$ cat src/rtl/affinex_pkg.sv
// Types and constants shared by the affinex arithmetic units (multiplier and divider).
package affinex_pkg;

  localparam int unsigned HS_W              = 1;
  localparam int unsigned DIV_WIDTH_DEFAULT = 16;

  // start/busy/done handshake signal, identical on every arithmetic unit
  typedef logic [HS_W-1:0] hs_t;

  typedef enum logic {
    IDLE,
    RUN
  } div_state_t;

endpackage

$ cat src/rtl/div.sv
// Sequential signed divider, restoring algorithm, one quotient bit per clock.
// Truncates toward zero; divide-by-zero yields -1 rem dividend, overflow wraps.
module div
  import affinex_pkg::*;
#(
  parameter int unsigned WIDTH = DIV_WIDTH_DEFAULT
) (
  input  logic             clk,
  input  logic             rst_n,
  input  hs_t              start,
  input  logic [WIDTH-1:0] dividend_i,
  input  logic [WIDTH-1:0] divisor_i,
  output logic [WIDTH-1:0] quotient_o,
  output logic [WIDTH-1:0] remainder_o,
  output logic             div_by_zero,
  output hs_t              busy,
  output hs_t              done
);

  localparam int unsigned   CW       = $clog2(WIDTH) + 1;
  localparam logic [CW-1:0] LAST_CNT = CW'(WIDTH - 1);

  div_state_t       state_q;
  logic [CW-1:0]    cnt_q;
  logic [WIDTH-1:0] rem_q;
  logic [WIDTH-1:0] dvd_q;
  logic [WIDTH-1:0] dsr_q;
  logic             neg_quo_q;
  logic             neg_rem_q;
  logic             zero_q;
  logic [WIDTH-1:0] quotient_q;
  logic [WIDTH-1:0] remainder_q;
  logic             dbz_q;
  hs_t              busy_q;
  hs_t              done_q;

  logic [WIDTH:0]   shifted;
  logic [WIDTH:0]   trial;
  logic [WIDTH-1:0] rem_d;
  logic [WIDTH-1:0] dvd_d;
  logic [WIDTH-1:0] quo_res;
  logic [WIDTH-1:0] rem_res;
  logic             last;

  // The partial remainder stays below the divisor magnitude (<= 2^(WIDTH-1)),
  // so WIDTH bits hold it and only the shifted trial needs the extra bit.
  // NOTE: every always_comb output is assigned on every path, so no latch is inferred.
  always_comb begin
    shifted = {rem_q, dvd_q[WIDTH-1]};
    trial   = shifted - {1'b0, dsr_q};
    rem_d   = trial[WIDTH] ? shifted[WIDTH-1:0] : trial[WIDTH-1:0];
    dvd_d   = {dvd_q[WIDTH-2:0], ~trial[WIDTH]};
    last    = zero_q || (cnt_q == LAST_CNT);
    if (zero_q) begin
      quo_res = '1;
      rem_res = neg_rem_q ? -dvd_q : dvd_q;
    end else begin
      quo_res = neg_quo_q ? -dvd_d : dvd_d;
      rem_res = neg_rem_q ? -rem_d : rem_d;
    end
  end

  // NOTE: sequential state uses non-blocking assignments only, so every
  // register samples the pre-edge values regardless of statement order.
  // NOTE: the datapath registers are reset too; they are few and it keeps
  // the state fully deterministic after an aborted division.
  always_ff @(posedge clk) begin
    if (!rst_n) begin
      state_q     <= IDLE;
      cnt_q       <= '0;
      rem_q       <= '0;
      dvd_q       <= '0;
      dsr_q       <= '0;
      neg_quo_q   <= 1'b0;
      neg_rem_q   <= 1'b0;
      zero_q      <= 1'b0;
      quotient_q  <= '0;
      remainder_q <= '0;
      dbz_q       <= 1'b0;
      busy_q      <= '0;
      done_q      <= '0;
    end else begin
      done_q <= '0;
      case (state_q)
        IDLE: begin
          if (|start) begin
            state_q   <= RUN;
            busy_q    <= '1;
            cnt_q     <= '0;
            rem_q     <= '0;
            dvd_q     <= dividend_i[WIDTH-1] ? -dividend_i : dividend_i;
            dsr_q     <= divisor_i[WIDTH-1] ? -divisor_i : divisor_i;
            neg_rem_q <= dividend_i[WIDTH-1];
            neg_quo_q <= dividend_i[WIDTH-1] ^ divisor_i[WIDTH-1];
            zero_q    <= (divisor_i == '0);
          end
        end
        RUN: begin
          if (last) begin
            state_q     <= IDLE;
            busy_q      <= '0;
            done_q      <= '1;
            quotient_q  <= quo_res;
            remainder_q <= rem_res;
            dbz_q       <= zero_q;
          end else begin
            rem_q <= rem_d;
            dvd_q <= dvd_d;
            cnt_q <= cnt_q + 1'b1;
          end
        end
        default: state_q <= IDLE;
      endcase
    end
  end

  assign quotient_o  = quotient_q;
  assign remainder_o = remainder_q;
  assign div_by_zero = dbz_q;
  assign busy        = busy_q;
  assign done        = done_q;

endmodule
$ cat config.mk
export PLATFORM = sky130hd
export DESIGN_NAME = div
export DESIGN_NICKNAME = d
export VERILOG_FILES = /design/src/rtl/affinex_pkg.sv /design/src/rtl/div.sv
export SDC_FILE = /design/constraint.sdc
export NUM_CORES = 1
export LEC_CHECK = 0
export BUFFER_PORTS_ARGS = -buffer_cell sky130_fd_sc_hd__buf_2
export CAP_MARGIN = 20
export CORE_MARGIN = 2
export CORE_UTILIZATION = 54
export CTS_CLUSTER_SIZE = 40
export DETAILED_ROUTE_END_ITERATION = 7
export GPL_ROUTABILITY_DRIVEN = 0
export GPL_TIMING_DRIVEN = 1
export PLACE_DENSITY = 0.85
export SYNTH_ARGS = -nofsm -noshare
export SYNTH_HDL_FRONTEND = slang
export SYNTH_SLANG_ARGS = --single-unit
export TNS_END_PERCENT = 10
$ cat constraint.sdc
create_clock -name clk -period 3.7 [get_ports clk]
set_clock_uncertainty 0.05 [all_clocks]
set_input_delay 1.11 -clock clk [delete_from_list [all_inputs] [get_ports clk]]
set_output_delay 1.11 -clock clk [all_outputs]
set_load 0.02 [all_outputs]
==> impl_metrics.tcl, run 1 <==
set metrics [dict create \
    cts_made_buffers 9 \
    yosys.cell_types.count 70 \
    drc 5 \
    critical-path-top-cell-by-count "inv_2" \
    io_pins 70 \
    placedCellCount 995 \
    final_layout_size_suffix_gt1_share_pct 16.3 \
    ctsHtreeMaxLevel 3 \
    cts_sinks 92 \
    power.sequential.fraction_pct 30.1 \
    worstSetupEndpointType "register" \
    worst_setup_hold_path_clk_slew_ns 0.06 \
    worst_ep_required_time_ns 3.88 \
    power.switching_w 0.00150 \
    seq_area_frac_synth_pct 28.6 \
    startpoint "dvd_q[15]" \
    cellPowerDensity_mw_per_mm2 519 \
    cell_area_reported_after_detailed_placement_sq_mm 0.00694 \
    crit_chain "inv_2 > ha_4 > inv_2 > fa_2 > a21o_1 > a221oi_4 > o21ai_2 > a211oi_4 > nor2_8 > mux2i_2 > ha_2 > o2111a_1 > a41o_4 > and4_1 > o31ai_1 > a21boi_0" \
    drt_pass1_iterations 8 \
    multi_input_area_sq_mm 0.00430 \
    setup_tns_final_ns 0 \
    core_sq_mm 0.0115 \
    cap_violations 0 \
    post_synth_inst_count 819 \
    layout_worst_path_cycle_share_pct 96.6 \
    violations "design-rule violations" \
    postRouteWirelength_mm 17.5 \
    clockBufferDepth 2 \
    first_global_vias 5917 \
    final_antenna_net_count 0 \
    cts_root_buffer "clkbuf_16" \
    data_arrival_critical_path_ns 3.76 \
    synth_compound_gate_area_share_pct 29.2 \
    worst_hold_startpoint "div_by_zero" \
    insertion_delay_ns 0.35 \
    post_synth_fa_ha_maj_area_fraction_pct 4.77 \
    floorplan.initialDensity_pct 56.0 \
    diodes 0 \
    report.final.slew_viol_count 0 \
    postSynthRegisterBits 92 \
    worst_setup_path_start_kind "register" \
    synth-edff-count 0 \
    post_synth.cell_area_avg_sq_um 7.87 \
    drt-initial-drc-count 532 \
    combinationalPowerShare_pct 45.6 \
    synth.largest_area_cell "dfxtp_1" \
    instances_no_fill 1010 \
    grt_antenna_before_repair 0 \
    clock_power_share_pct 24.2 \
    max_slew_margin_pct 39.6 \
    postLayoutCoreUtil_pct 63.1 \
    ys_dominant_reg_cell "dfxtp_1" \
    post_synth_xor_area_fraction_pct 8.70 \
    netlist_area_sq_mm 0.00645 \
    cp_slowest_stage_delay_ns 0.37 \
    grt.overflow.total 0 \
    fin_area_sq_mm 0.00726 \
    detailedPlacementHpwl_mm 12.5 \
    synth_most_common_cell "nand2_1" \
    max_freq_mhz 280 \
    source_of_the_worst_register_to_register_timing_path "dvd_q[15]" \
    share_of_synthesized_cell_area_in_and_or_nand_and_nor_gates_pct 19.6 \
    numPortBuffers 69 \
    worst-setup-path-type "register to register" \
    dieArea_sq_mm 0.0128 \
    nNetsFinal 922 \
    power_switching_share_pct 39.7 \
    post_cts_hold_buffer_count 0 \
    power_report.internal_total_w 0.00228 \
    post_drt_wl_per_cell_um 17.3 \
    area.growth.synth_to_final_pct 12.7 \
    largest_net_degree_at_the_start_of_global_routing 41 \
    synthArstFlopShare_pct 0 \
    synth.area.mux_share_pct 3.47 \
    whs_ns 0.415 \
    syn-num-nets 878 \
    outcome "finished with violations" \
    floorplan.die.width_um 113 \
    hp-class "register to register" \
    slew_at_the_pin_with_the_worst_max_slew_slack_ns 0.903 \
    tritoncts_clock_tree "yes" \
    irDropWorstVdd_uv 304 \
    layout.area.seq_sq_mm 0.00184 \
    wire_length_of_the_first_global_routing_pass_mm 28.6 \
    viasPerCell 6.36 \
    placementRows 39 \
    layout_min_cycle_time_ns 3.58 \
    final_number_of_hold_violating_endpoints 0 \
    share_of_the_synthesized_area_in_the_top_cell_type_pct 28.6 \
    crit_path_top_delay_cell "fa_2" \
    grt_setup_unrepaired "yes" \
    route.vias.total 6424 \
    cp_max_fo 8 \
    final-setup-viol-count 0 \
    ys_top_cells_by_area "dfxtp_1 29%, o21ai_0 6.7%, nand2_1 5.8%" \
    synth_top_family_by_area "compound AO/OA/AOI/OAI gates" \
    grt_util_all_layers_pct 27.4 \
    die_y_um 113 \
    leakage_dissipation_nw 3.10 \
    yosys_warnings 0 \
    fillers 991 \
    synth.cells.most_frequent "99 x nand2_1, 92 x dfxtp_1, 86 x o21ai_0, 52 x clkbuf_1, 42 x a21oi_1" \
]
power groups by stage:
stage	Clock [W]	Sequential, W	Combinational, W
final	0.000914	0.00114	0.00172
after global routing	0.000951	0.00114	0.00187
after CTS	0.000913	0.00113	0.00163
after detailed placement	0	0.00115	0.00162
after global placement	0	0.00115	0.00158
after floorplan	0	0.00110	0.00127
layout by cell type (no fill, tap or decap), drive strengths merged, types with 3 or more instances in the layout:
| cell type | n |
|---|---|
| a211o | 4 |
| a211oi | 7 |
| a21boi | 16 |
| a21o | 3 |
| a21oi | 42 |
| a22oi | 4 |
| a31oi | 10 |
| and2 | 18 |
| and3 | 9 |
| and4 | 3 |
| buf | 92 |
| clkbuf | 11 |
| dfxtp | 92 |
| ha | 23 |
| inv | 34 |
| mux2 | 6 |
| mux2i | 13 |
| nand2 | 99 |
| nand2b | 9 |
| nand3 | 27 |
| nand4 | 7 |
| nand4b | 3 |
| nor2 | 29 |
| nor2b | 11 |
| nor3 | 16 |
| nor3b | 4 |
| nor4 | 4 |
| o211a | 27 |
| o211ai | 11 |
| o21a | 7 |
| o21ai | 89 |
| o221ai | 6 |
| o311ai | 3 |
| o31ai | 18 |
| o41ai | 6 |
| or3 | 9 |
| or4 | 3 |
| xnor2 | 30 |
| xor2 | 34 |
cell type report:
class,count,area share [%]
Sequential cell,92,25.4
Timing Repair Buffer,92,7.18
Clock buffer,11,3.20
Clock inverter,4,0.706
Tap cell,143,2.46
Multi-Input combinational cell,634,59.2
Inverter,34,1.83
state kept, by name, summed over array words and instances (netlist names):
register     count
busy             1
cnt_q            5
div_by_zero      1
done             1
dsr_q           16
dvd_q           16
neg_quo_q        1
neg_rem_q        1
quotient_o      16
rem_q           16
remainder_o     16
state_q          1
zero_q           1
logic make-up (layout without fill, tap and decap cells):
family,Yosys count,in the layout
fa+ha+maj,24,24
flops,92,92
mux,20,20
buf+inv,93,141
compound gates,271,271
simple gates,255,255
xor+xnor,64,64
timing repair:
action                                  in CTS  in global routing
resized for setup                            0                  9
endpoints found under the setup margin       0                  9
buffers inserted                             0                  0
per-stage QoR:
| step | total power [W] | setup WS (ns) |
|---|---|---|
| final | 0.00377 | 0.125 |
| after global routing | 0.00396 | -0.0362 |
| after CTS | 0.00367 | 0.0478 |
| after detailed placement | 0.00277 | 0.107 |
| after global placement | 0.00273 | 0.188 |
| after floorplan | 0.00238 | 0.00961 |
critical path: cells and delay by family, from the launching register on:
kind            cells  cell delay [ns]
compound gates      8             1.76
fa+ha+maj           3             0.73
buf+inv             2             0.12
flops               1             0.34
mux                 1             0.18
simple gates        2             0.28
per-layer routing:
| metal | vias to the layer above | track usage, % | wire length, um |
|---|---|---|---|
| li1 | 3048 | - | - |
| met1 | 2990 | 38.6 | 7700 |
| met2 | 338 | 41.4 | 7730 |
| met3 | 48 | 5.09 | 1580 |
| met4 | 0 | 11.2 | 440 |
| met5 | - | 0 | 0 |
path summary, 6_finish.rpt:
check | slack [ns] | depth (start not counted) | endpoint
max | 0.12 | 16 | remainder_o[8]
min | 0.41 | 2 | div_by_zero
max reg2reg | 0.12 | 16 | remainder_o[8]
min reg2reg | 0.41 | 2 | div_by_zero
No activity file was read; power rests on OpenSTA's default activity.
==> run 2: changes to the inputs <==
--- a/config.mk
+++ b/config.mk
@@ -13,7 +13,7 @@
 export DETAILED_ROUTE_END_ITERATION = 7
 export GPL_ROUTABILITY_DRIVEN = 0
 export GPL_TIMING_DRIVEN = 1
-export PLACE_DENSITY = 0.85
+export PLACE_DENSITY = 0.81
 export SYNTH_ARGS = -nofsm -noshare
 export SYNTH_HDL_FRONTEND = slang
 export SYNTH_SLANG_ARGS = --single-unit
==> impl_metrics.tcl, run 2 (synthesis gave the netlist of run 1 again) <==
set metrics [dict create \
    outcome "finished with violations" \
    violations "design-rule violations" \
    setup_tns_final_ns 0 \
    floorplan.die.width_um 113 \
    cellPowerDensity_mw_per_mm2 525 \
    area.growth.synth_to_final_pct 13.5 \
    nNetsFinal 923 \
    dieArea_sq_mm 0.0128 \
    max_freq_mhz 283 \
    post_drt_wl_per_cell_um 17.3 \
    cts_sinks 92 \
    die_y_um 113 \
    max_slew_margin_pct 55.1 \
    final_antenna_net_count 0 \
    worstSetupEndpointType "register" \
    leakage_dissipation_nw 3.12 \
    whs_ns 0.412 \
    worst_setup_hold_path_clk_slew_ns 0.07 \
    postRouteWirelength_mm 17.5 \
    crit_path_top_delay_cell "fa_2" \
    placementRows 39 \
    cts_root_buffer "clkbuf_16" \
    drt_pass1_iterations 7 \
    power.sequential.fraction_pct 29.6 \
    numPortBuffers 69 \
    cap_violations 0 \
    fillers 1013 \
    irDropWorstVdd_uv 318 \
    power_switching_share_pct 38.9 \
    floorplan.initialDensity_pct 56.0 \
    final_number_of_hold_violating_endpoints 0 \
    cp_max_fo 8 \
    grt.overflow.total 0 \
    io_pins 70 \
    route.vias.total 6260 \
    mostFrequentLayoutCell "nand2_1" \
    drt-initial-drc-count 405 \
    final_layout_size_suffix_gt1_share_pct 16.6 \
    report.final.slew_viol_count 0 \
    crit_chain "inv_2 > ha_4 > inv_2 > fa_2 > a21o_1 > a221oi_4 > o21ai_2 > a211oi_4 > nor2_8 > mux2i_4 > ha_4 > o2111a_1 > a41o_4 > and4_1 > o31ai_2 > a21boi_0" \
    largest_net_degree_at_the_start_of_global_routing 41 \
    ctsHtreeMaxLevel 3 \
    worst_ep_required_time_ns 3.89 \
    slew_at_the_pin_with_the_worst_max_slew_slack_ns 0.670 \
    wire_length_of_the_first_global_routing_pass_mm 28.3 \
    final-setup-viol-count 0 \
    layout_min_cycle_time_ns 3.54 \
    viasPerCell 6.19 \
    first_global_vias 5731 \
    clock_power_share_pct 25.8 \
    tritoncts_clock_tree "yes" \
    worst_setup_path_start_kind "register" \
    cp_slowest_stage_delay_ns 0.38 \
    drc 5 \
    diodes 0 \
    cts_made_buffers 9 \
    hp-class "register to register" \
    grt_util_all_layers_pct 27.2 \
    worst-setup-path-type "register to register" \
    worst-path-buf-inv 2 \
    clockBufferDepth 2 \
    critical-path-top-delay-family "compound AO/OA/AOI/OAI gates" \
    combinationalPowerShare_pct 44.6 \
    insertion_delay_ns 0.36 \
    power_report.internal_total_w 0.00235 \
    mostFrequentLayoutCells "99 x nand2_1, 91 x dfxtp_1, 85 x o21ai_0" \
    power.switching_w 0.00149 \
    layout_worst_path_cycle_share_pct 95.6 \
    post-cts-setup-buffer-count 0 \
    data_arrival_critical_path_ns 3.73 \
    core_sq_mm 0.0115 \
    grt_antenna_before_repair 0 \
    detailedPlacementHpwl_mm 12.7 \
]
run 2: layout make-up:
class	count	area [sq um]	share of cell area [%]
Tap cell	143	179	2.45
Multi-Input combinational cell	634	4320	59.0
Clock inverter	6	87.6	1.20
Sequential cell	92	1840	25.2
Inverter	34	133	1.81
Timing Repair Buffer	93	526	7.18
Clock buffer	10	229	3.13
run 2: power groups by stage:
stage / registers, W / logic (W) / clock network [W]
detailed placement: 0.00115 / 0.00162 / 0
global route: 0.00114 / 0.00185 / 0.00105
global placement: 0.00115 / 0.00160 / 0
finish: 0.00114 / 0.00171 / 0.000992
CTS: 0.00113 / 0.00163 / 0.00100
floorplan: 0.00110 / 0.00127 / 0
run 2: worst min-delay path: stages, from the launching register on:
cell      delay (ns)
dfxtp_1         0.31
nand2_1         0.04
a21boi_0        0.06
run 2: worst paths after layout:
kind               start             end  slack (ns)  cells after the start
min          div_by_zero     div_by_zero        0.41                      2
min reg2reg  div_by_zero     div_by_zero        0.41                      2
max            dvd_q[15]  remainder_o[8]        0.16                     16
max reg2reg    dvd_q[15]  remainder_o[8]        0.16                     16
run 2: routing by layer:
metal	wire, um	global-route usage [%]	part of all wire [%]
met3	1360	4.07	7.8
met2	7730	43.2	44
met5	0	0	0
met1	7970	37.3	46
met4	421	10.7	2.4
run 2: repair_timing:
action	4_1_cts	5_1_grt
endpoints found under the setup margin	0	9
hold endpoints to repair	0	0
hold buffers	0	0
gates resized for setup	0	9
run 2: through the flow:
stage                     instance area (sq um)  worst slack, ns  total power (W)  util [%]  std cells
after floorplan                            6480          0.00961          0.00238         -        819
after global placement                     6950            0.171          0.00275      60.3        996
after detailed placement                   6950           0.0707          0.00277      60.3        996
after CTS                                  7270           0.0588          0.00376      63.1       1012
after global routing                       7320          -0.0261          0.00404      63.5       1012
final                                      7320            0.162          0.00384      63.5       1012
